File: src/rtl/score_keeper_pkg.sv
`default_nettype none
// ============================================================================
// Package     : score_pkg
// Description : Shared types and constants for the Doodle Fall score stage:
//               FSM state encodings, score/display widths and a saturating
//               add helper.
// Revision    : 1.0 - initial release
// ============================================================================
package score_pkg;

    // Width of the score and high-score registers (holds 0..9999)
    localparam int SCORE_W = 14;
    // Width of the binary display word handed to ssdCtrl
    localparam int DOUT_W  = 32;
    // Width of the per-cycle sum, one bit wider than the score so the
    // addition cannot wrap before it is clamped
    localparam int SUM_W   = 15;

    typedef enum logic [1:0] {
        IDLE = 2'b00,
        PLAY = 2'b01,
        OVER = 2'b10
    } state_e;

    // Add points to a score and clamp the result at the given ceiling
    function automatic logic [SCORE_W-1:0] sat_add(
        input logic [SCORE_W-1:0] base,
        input logic [SUM_W-1:0]   add,
        input logic [SCORE_W-1:0] ceiling
    );
        logic [SUM_W-1:0] sum;
        sum = {1'b0, base} + add;
        if (sum > {1'b0, ceiling}) begin
            return ceiling;
        end
        return sum[SCORE_W-1:0];
    endfunction

endpackage : score_pkg
`default_nettype wire

File: src/rtl/ms_tick_gen.sv
`default_nettype none
// ============================================================================
// Module      : ms_tick_gen
// Description : Free-running clock divider. Asserts tick_o for one cycle
//               every TICK_DIV cycles (the cycle in which the counter sits
//               at TICK_DIV-1), then the counter wraps to zero.
// Revision    : 1.0 - initial release
// ============================================================================
module ms_tick_gen #(
    parameter int TICK_DIV = 100000
) (
    input  logic clk_i,
    input  logic rst_i,
    output logic tick_o
);

    localparam int               CNT_W    = (TICK_DIV > 1) ? $clog2(TICK_DIV) : 1;
    localparam logic [CNT_W-1:0] CNT_LAST = CNT_W'(TICK_DIV - 1);

    logic [CNT_W-1:0] cnt_q;

    assign tick_o = (cnt_q == CNT_LAST);

    // Divider counter: count up, wrap to zero on the tick cycle
    always_ff @(posedge clk_i or posedge rst_i) begin
        if (rst_i) begin
            cnt_q <= '0;
        end else if (tick_o) begin
            cnt_q <= '0;
        end else begin
            cnt_q <= cnt_q + 1'b1;
        end
    end

endmodule : ms_tick_gen
`default_nettype wire

File: src/rtl/score_keeper.sv
`default_nettype none
// ============================================================================
// Module      : score_keeper
// Description : Doodle Fall game-score stage. Accumulates LAND/CLIMB points
//               while playing, saturating at SCORE_MAX, tracks the session
//               high score and drives the binary display word plus a
//               score/high-score select flag. In GAME_OVER the display
//               alternates between score and high score every ALT_MS ms.
//               Optional build macro SCORE_COMBO_EN: a LAND within COMBO_MS
//               ms of the previous LAND of the same game scores double.
// Revision    : 1.0 - initial release
// ============================================================================
module score_keeper
    import score_pkg::*;
#(
    parameter int SCORE_MAX = 9999,
    parameter int LAND_PTS  = 1,
    parameter int CLIMB_PTS = 10,
    parameter int TICK_DIV  = 100000,
    parameter int ALT_MS    = 500,
    parameter int COMBO_MS  = 750
) (
    input  logic              CLK,
    input  logic              RST,
    input  logic              START,
    input  logic              LAND,
    input  logic              CLIMB,
    input  logic              DEAD,
    output logic [DOUT_W-1:0] DOUT,
    output logic              SHOW_HI,
    output logic              HI_NEW,
    output logic [1:0]        STATE
);

    localparam int                 ALT_W    = (ALT_MS > 1) ? $clog2(ALT_MS) : 1;
    localparam logic [ALT_W-1:0]   ALT_LAST = ALT_W'(ALT_MS - 1);
    localparam logic [SCORE_W-1:0] CEILING  = SCORE_W'(SCORE_MAX);

    // Parameter sanity: the ceiling must fit the score register and the
    // combo window must be at least one millisecond
    if (SCORE_MAX >= (2 ** SCORE_W)) begin : g_chk_score_max
        $error("score_keeper: SCORE_MAX does not fit in SCORE_W bits");
    end
    if (COMBO_MS < 1) begin : g_chk_combo_ms
        $error("score_keeper: COMBO_MS must be at least 1");
    end

    state_e             state_q;
    logic [SCORE_W-1:0] score_q;
    logic [SCORE_W-1:0] score_d;
    logic [SCORE_W-1:0] hi_q;
    logic [DOUT_W-1:0]  dout_q;
    logic               sel_hi_q;   // internal select; the outputs follow it one cycle later
    logic               show_hi_q;
    logic               hi_new_q;
    logic [ALT_W-1:0]   alt_cnt_q;

    logic               tick;
    logic               play_entry;
    logic [SUM_W-1:0]   land_pts;
    logic [SUM_W-1:0]   points;

    ms_tick_gen #(
        .TICK_DIV (TICK_DIV)
    ) u_ms_tick_gen (
        .clk_i  (CLK),
        .rst_i  (RST),
        .tick_o (tick)
    );

    // A new game starts on START from any state other than PLAY
    assign play_entry = START && (state_q != PLAY);

`ifdef SCORE_COMBO_EN
    localparam int               CMB_W       = $clog2(COMBO_MS + 1);
    localparam logic [CMB_W-1:0] CMB_EXPIRED = CMB_W'(COMBO_MS);

    logic [CMB_W-1:0] combo_q;
    logic             combo_hit;

    assign combo_hit = (combo_q != CMB_EXPIRED);
    assign land_pts  = combo_hit ? SUM_W'(2 * LAND_PTS) : SUM_W'(LAND_PTS);

    // Combo timer: ms since the last LAND, parked at "expired" at game start
    always_ff @(posedge CLK or posedge RST) begin
        if (RST) begin
            combo_q <= CMB_EXPIRED;
        end else if (play_entry) begin
            combo_q <= CMB_EXPIRED;
        end else if ((state_q == PLAY) && LAND) begin
            combo_q <= '0;
        end else if (tick && combo_hit) begin
            combo_q <= combo_q + 1'b1;
        end
    end
`else
    assign land_pts = SUM_W'(LAND_PTS);
`endif

    // Points earned this cycle and the clamped next score
    always_comb begin
        points = '0;
        if (LAND) begin
            points = points + land_pts;
        end
        if (CLIMB) begin
            points = points + SUM_W'(CLIMB_PTS);
        end
        score_d = sat_add(score_q, points, CEILING);
    end

    // Game FSM with score, high score, display alternation and the
    // registered outputs
    always_ff @(posedge CLK or posedge RST) begin
        if (RST) begin
            state_q   <= IDLE;
            score_q   <= '0;
            hi_q      <= '0;
            dout_q    <= '0;
            sel_hi_q  <= 1'b1;
            show_hi_q <= 1'b1;
            hi_new_q  <= 1'b0;
            alt_cnt_q <= '0;
        end else begin
            // Display word and flag lag the select by one cycle together,
            // so a score change reaches DOUT the cycle after it is stored
            dout_q    <= {{(DOUT_W - SCORE_W){1'b0}}, (sel_hi_q ? hi_q : score_q)};
            show_hi_q <= sel_hi_q;

            case (state_q)
                IDLE: begin
                    if (START) begin
                        state_q   <= PLAY;
                        score_q   <= '0;
                        hi_new_q  <= 1'b0;
                        alt_cnt_q <= '0;
                        sel_hi_q  <= 1'b0;
                    end
                end

                PLAY: begin
                    // Same-cycle points count before DEAD ends the game;
                    // DEAD takes priority over a simultaneous START
                    score_q <= score_d;
                    if (DEAD) begin
                        state_q  <= OVER;
                        sel_hi_q <= 1'b0;
                        if (score_d > hi_q) begin
                            hi_q     <= score_d;
                            hi_new_q <= 1'b1;
                        end
                    end
                end

                OVER: begin
                    if (START) begin
                        state_q   <= PLAY;
                        score_q   <= '0;
                        hi_new_q  <= 1'b0;
                        alt_cnt_q <= '0;
                        sel_hi_q  <= 1'b0;
                    end else if (tick) begin
                        if (alt_cnt_q == ALT_LAST) begin
                            alt_cnt_q <= '0;
                            sel_hi_q  <= ~sel_hi_q;
                        end else begin
                            alt_cnt_q <= alt_cnt_q + 1'b1;
                        end
                    end
                end

                default: begin
                    state_q  <= IDLE;
                    sel_hi_q <= 1'b1;
                end
            endcase
        end
    end

    assign DOUT    = dout_q;
    assign SHOW_HI = show_hi_q;
    assign HI_NEW  = hi_new_q;
    assign STATE   = state_q;

endmodule : score_keeper
`default_nettype wire

File: config.mk
export PLATFORM = sky130hd
export DESIGN_NAME = score_keeper
export DESIGN_NICKNAME = d
export VERILOG_FILES = /design/src/rtl/score_keeper_pkg.sv /design/src/rtl/ms_tick_gen.sv /design/src/rtl/score_keeper.sv
export SDC_FILE = /design/constraint.sdc
export NUM_CORES = 1
export LEC_CHECK = 0
export BUFFER_PORTS_ARGS = -buffer_cell sky130_fd_sc_hd__buf_2
export CORE_UTILIZATION = 59
export CTS_BUF_LIST = sky130_fd_sc_hd__clkbuf_16
export CTS_CLUSTER_SIZE = 28
export DETAILED_ROUTE_END_ITERATION = 8
export HOLD_SLACK_MARGIN = 0.08
export PLACE_DENSITY_LB_ADDON = 0.3
export SYNTH_ARGS = -nofsm -noshare
export SYNTH_HDL_FRONTEND = slang
export SYNTH_HIERARCHICAL = 1
export SYNTH_SLANG_ARGS = --single-unit
File: constraint.sdc
create_clock -name CLK -period 6.7 [get_ports CLK]
set_clock_uncertainty 0.1 [all_clocks]
set_input_delay 0.67 -clock CLK [delete_from_list [all_inputs] [get_ports CLK]]
set_output_delay 0.67 -clock CLK [all_outputs]
set_load 0.02 [all_outputs]
* Word-level counts from Yosys, hierarchy flattened
Index checks and enable logic that the tools add are counted.
** Word-level totals
- Register bits after elaboration :: 73
- Input bits :: 6
- Output and inout bits :: 36
- Word-level logic and storage cells :: 62
** Operators by class
- Muxes and demuxes :: 26
- Reduce and logical (&&, ||, !) cells :: 10
- Add/subtract/negate cells :: 4
- Eq/ne operators :: 10
- Bitwise logic cells :: 1
- Magnitude comparators :: 2
** Operators by type and width (number)
- $mux W14 :: 4
- $mux W9 :: 4
- $pmux W14 S2 :: 1
- $pmux W9 S2 :: 1
- $add A17 B1 Y17 const B :: 1
- $eq A17 B17 Y1 const B :: 1
- $mux W17 :: 1
- $add A14 B15 Y15 :: 1
- $gt A15 B14 Y1 const B :: 1
- $gt A14 B14 Y1 :: 1
- $add A9 B1 Y9 const B :: 1
- $eq A9 B9 Y1 const B :: 1
- $mux W1 :: 9
- $reduce_and A4 Y1 :: 2
- $ne A2 B2 Y1 const B :: 3
- $ne A3 B3 Y1 const B :: 2
- $reduce_and A3 Y1 :: 2
- $add A1 B4 Y5 const B :: 1
- $mux W5 :: 1
- $mux W2 :: 2
- $pmux W2 S2 :: 1
- $reduce_and A2 Y1 :: 2
- $reduce_bool A2 Y1 :: 2
- $pmux W1 S3 :: 1
- 7 further kinds :: 7

* Longest topological paths before layout
- Depth after elaboration :: 11
- Gate-level depth with buffers :: 22
- Mapped depth without buffers :: 19

* Hierarchy
The synthesis kept the hierarchy.
** By module, submodules not included
- score_keeper :: area an instance 3414.5 um^2, cells each 335, times used 1, seq. area each 1403.8 um^2
- ms_tick_gen :: area an instance 825.8 um^2, cells each 75, times used 1, seq. area each 425.4 um^2

* Worst setup path after synthesis
OpenSTA, ideal clock, no wires.
- Kind :: input to register
- Start :: input LAND
- End :: register hi_q[10]
- Buffers on the path :: 2
- Data arrival time :: 4.752 ns
- Data required time :: 6.475 ns
- Slack :: 1.723 ns
- Stages on the path :: 21
- Setup time :: 0.125 ns
- Path through :: ha_1 fa_1 buf_6 a31oi_1 o211ai_1 a311oi_2 o2111ai_1 a21oi_2 nand2b_1 nor2_1 ha_1 nand4_1 nor2_1 and3_1 a21boi_0 mux2i_1 o311ai_0 o2111a_1 o21ai_4 buf_6 mux2_4
** On the way
- Cells in the longest elaborated chain, start to end :: 9
** Ends and longest elaborated chain
- from (decl) :: line score_keeper.sv:26 : input logic LAND,
- $mux W1 (*) :: line score_keeper.sv:103 : if (LAND) begin
- $add A1 B4 Y5 :: line score_keeper.sv:107 : points = points + SUM_W'(CLIMB_PTS);
- $mux W5 (*) :: line score_keeper.sv:106 : if (CLIMB) begin
- $add A14 B15 Y15 (*) :: line score_keeper_pkg.sv:32 : sum = {1'b0, base} + add;
- $gt A15 B14 Y1 :: line score_keeper_pkg.sv:33 : if (sum > {1'b0, ceiling}) begin
- $mux W1 :: line score_keeper_pkg.sv:33
- $mux W14 (*) :: line score_keeper_pkg.sv:36 : return sum[SCORE_W-1:0];
- via score_d[11] :: line score_keeper.sv:50 : logic [SCORE_W-1:0] score_d;
- $gt A14 B14 Y1 (*) :: line score_keeper.sv:148 : if (score_d > hi_q) begin
- $reduce_and A3 Y1 (no source line) (*)
- to (signal assigned) :: line score_keeper.sv:149 : hi_q <= score_d;
- to (decl) :: line score_keeper.sv:51 : logic [SCORE_W-1:0] hi_q;
The timed path passes the listed nets; every way through them passes the cells marked *.
A chain may end at the register's enable or synchronous reset.

* Worst setup path in the final report
- Start :: input LAND
- End :: register hi_q[6]
The elaborated chain is that of the path after synthesis.

==> impl_metrics.yaml <==
detailed_routing:
  drt_iter0_markers: 171
  drc_errors: 0
  wl_mm: 8.35
  via_per_inst: 5.71
  post_drt_wl_per_cell_um: 15.7
  dr.pass1.iters: 4
  dr_total_vias: 3034
  final_antenna_net_count: 0
synthesis:
  synth_area_sq_um: 4240
  async_flop_share_pct: 100
  synthCells: 410
  synth_top_cell_area_share_pct: 41.9
  yosys_warnings: 6
  yosysMostFrequentCell: "dfrtp_1"
  ys_seq_area_share_pct: 43.1
  synth-edff-count: 0
  syn_avg_cell_area_sq_um: 10.3
  synthFlopType: "dfrtp_1"
  ys_seq_elements: 73
  synth_top_cell_by_area: "dfrtp_1"
  ys_top_cells_by_area: "dfrtp_1 42%, ha_1 5.0%, mux2_2 4.5%"
  synth_top_cells_by_count: "71 x dfrtp_1, 37 x nor2_1, 32 x nand2_1"
  ys_types: 66
power:
  clkPwrFrac_pct: 37.7
  p_int_mw: 0.938
  max-vdd-ir-drop_v: 0.000139
  p_switching_mw: 0.441
  pwr-share-seq_pct: 38.9
  pwr-share-comb_pct: 23.4
  swShare_pct: 32.0
  leakagePower_nw: 2.25
  power_density_nw_per_um2: 296
setup_path:
  critical_path_required_ps: 6810
  worstSetupEndpointType: "register"
  path_class: "input pin to register"
  cp_data_arrival_time_ps: 5870
  path_max_fanout: 15
  critPathLaunchType: "input pin"
cts:
  clock-sinks: 73
  clk_latency_ps: 330
  cts_setup_buffers: 0
  cts_max_path_buffers: 2
  cts_hold_buf: 0
  cts_htree_levels: 3
  cts_made_buffers: 9
  cts_tree: "built"
  cts_root_buf: "clkbuf_16"
  clk_pin_slew_ps: 60
  cts_resized: 0
sta:
  rsz0062_at_grt: "no"
  worst_slew_pin_slew_ps: 1160
  drv_slew: 0
  period_share_pct: 86.0
  setup_violations: 0
  timing.final.crit_period_ps: 5760
  fmax_mhz: 174
  hold_viol_final: 0
  tns_ps: 0
  slew_headroom_pct: 22.3
grt:
  grt_max_degree: 57
  antenna_found_initial: 0
  grt_pass1_vias: 2889
  grt_pass1_wl_mm: 13.9
  overflow: 0
  grt.total_usage_pct: 24.3
final_layout:
  synthToLayoutAreaGrowth_pct: 9.74
  antenna_cells: 0
  layout.nets: 454
  fin_util_pct: 67.7
  drive_gt1_share_pct: 19.3
placed_design:
  port_buffers: 23
  hpwl_mm: 5.95
  gp_congestion: 0.941
floorplan:
  boundaryPins: 42
  die_h_um: 86.8
  die-area_sq_um: 7530
  die_w_um: 86.8
  rows: 30
  core-area_sq_um: 6870
  start_util_pct: 61.7
hold_path:
  hold_class: "input pin to async pin"
run_status:
  outcome: "completed"
flow_run:
  maxCapViolations: 0
-- path summary, 6_finish.rpt --
kind                                        start                       to  cells past startpoint  slack [ps]
hold / removal                                RST  u_ms_tick_gen/cnt_q[14]                      2         340
hold reg to reg            u_ms_tick_gen/cnt_q[0]   u_ms_tick_gen/cnt_q[0]                      1         390
setup reg to reg                       score_q[0]                  hi_q[6]                     19         960
setup / recovery                             LAND                  hi_q[6]                     20         940
min in group CLK           u_ms_tick_gen/cnt_q[0]   u_ms_tick_gen/cnt_q[0]                      1         390
max in group asynchronous                     RST                  DOUT[7]                      3        5590
-- metrics by stage --
step	cells	area (sq um)	total power, mW	setup WS [ps]	hold WS, ps
2_1_floorplan	427	4300	0.794	1720	253
3_3_place_gp	515	4330	0.851	785	374
3_5_place_dp	515	4330	0.860	637	383
4_1_cts	531	4650	1.38	964	355
5_1_grt	531	4650	1.45	570	400
6_report	531	4650	1.38	941	340
-- critical path, stage by stage --
cell	delay (ps)
buf_2	100
ha_1	230
fa_1	500
a31oi_1	320
o211ai_1	170
a311oi_2	320
o2111ai_1	220
a21oi_2	330
nand2b_1	320
nor2_1	150
ha_1	340
nand4_1	200
nor2_1	110
and3_1	200
a21boi_0	120
mux2i_1	130
o311ai_0	250
o2111a_1	230
o21ai_4	550
mux2_2	410
-- per-layer routing --
metal  GRT usage, %  part of all wire, %  vias to the layer above  wire length, um
li1               -                    -                     1445                -
met1           32.8                   47                     1499             3920
met2           39.5                   48                       74             3990
met3           3.52                  3.2                       16              266
met4           10.3                  2.1                        0              175
met5              0                    0                        -                0
-- final cells by class --
cell class,instances,area (sq um)
fill,518,2220
multi-input combinational,301,2180
sequential,73,1830
clock buffer,9,225
timing repair buffer,24,123
tap,96,120
clock inverter,7,101
inverter,21,78.8
-- logic make-up after synthesis --
kind of cell | Yosys count | share of synthesized area, %
other cells | 1 | 0.0884
mux | 27 | 7.70
compound gates | 67 | 12.2
xor+xnor | 33 | 6.82
fa+ha+maj | 19 | 5.75
buf+inv | 53 | 7.05
flops | 73 | 43.1
simple gates | 137 | 17.3
-- sequential cells by signal, indices dropped and copies added (netlist names) --
| register | cells |
|---|---|
| u_ms_tick_gen/cnt_q | 17 |
| HI_NEW | 1 |
| sel_hi_q | 1 |
| alt_cnt_q | 9 |
| hi_q | 14 |
| STATE | 2 |
| score_q | 14 |
| SHOW_HI | 1 |
| DOUT | 14 |
-- cell usage in the layout (no fill, tap or decap), drive strengths merged, types with 2 or more instances in the layout --
cell and n:
dfrtp 71, nor2 37, nand2 32, buf 24
mux2 24, inv 23, xnor2 20, nand3 19
conb 18, ha 17, o21ai 15, xor2 13
a21oi 12, a22o 10, clkbuf 9, nand4 9
nor3 7, and4 6, and3 5, nand2b 5
a31oi 5, nor4 5, a21o 4, nor2b 4
mux2i 3, o21bai 3, and2 3, dfstp 2
o211ai 2, clkinvlp 2, bufinv 2, o31ai 2
-- power by group through the flow --
| stage | combinational (mW) | sequential, mW | clock [mW] |
|---|---|---|---|
| 2_1_floorplan | 0.257 | 0.537 | 0 |
| 3_3_place_gp | 0.309 | 0.542 | 0 |
| 3_5_place_dp | 0.317 | 0.544 | 0 |
| 4_1_cts | 0.319 | 0.536 | 0.527 |
| 5_1_grt | 0.357 | 0.543 | 0.547 |
| 6_report | 0.322 | 0.537 | 0.520 |
Power figures use the tool's default switching activity.
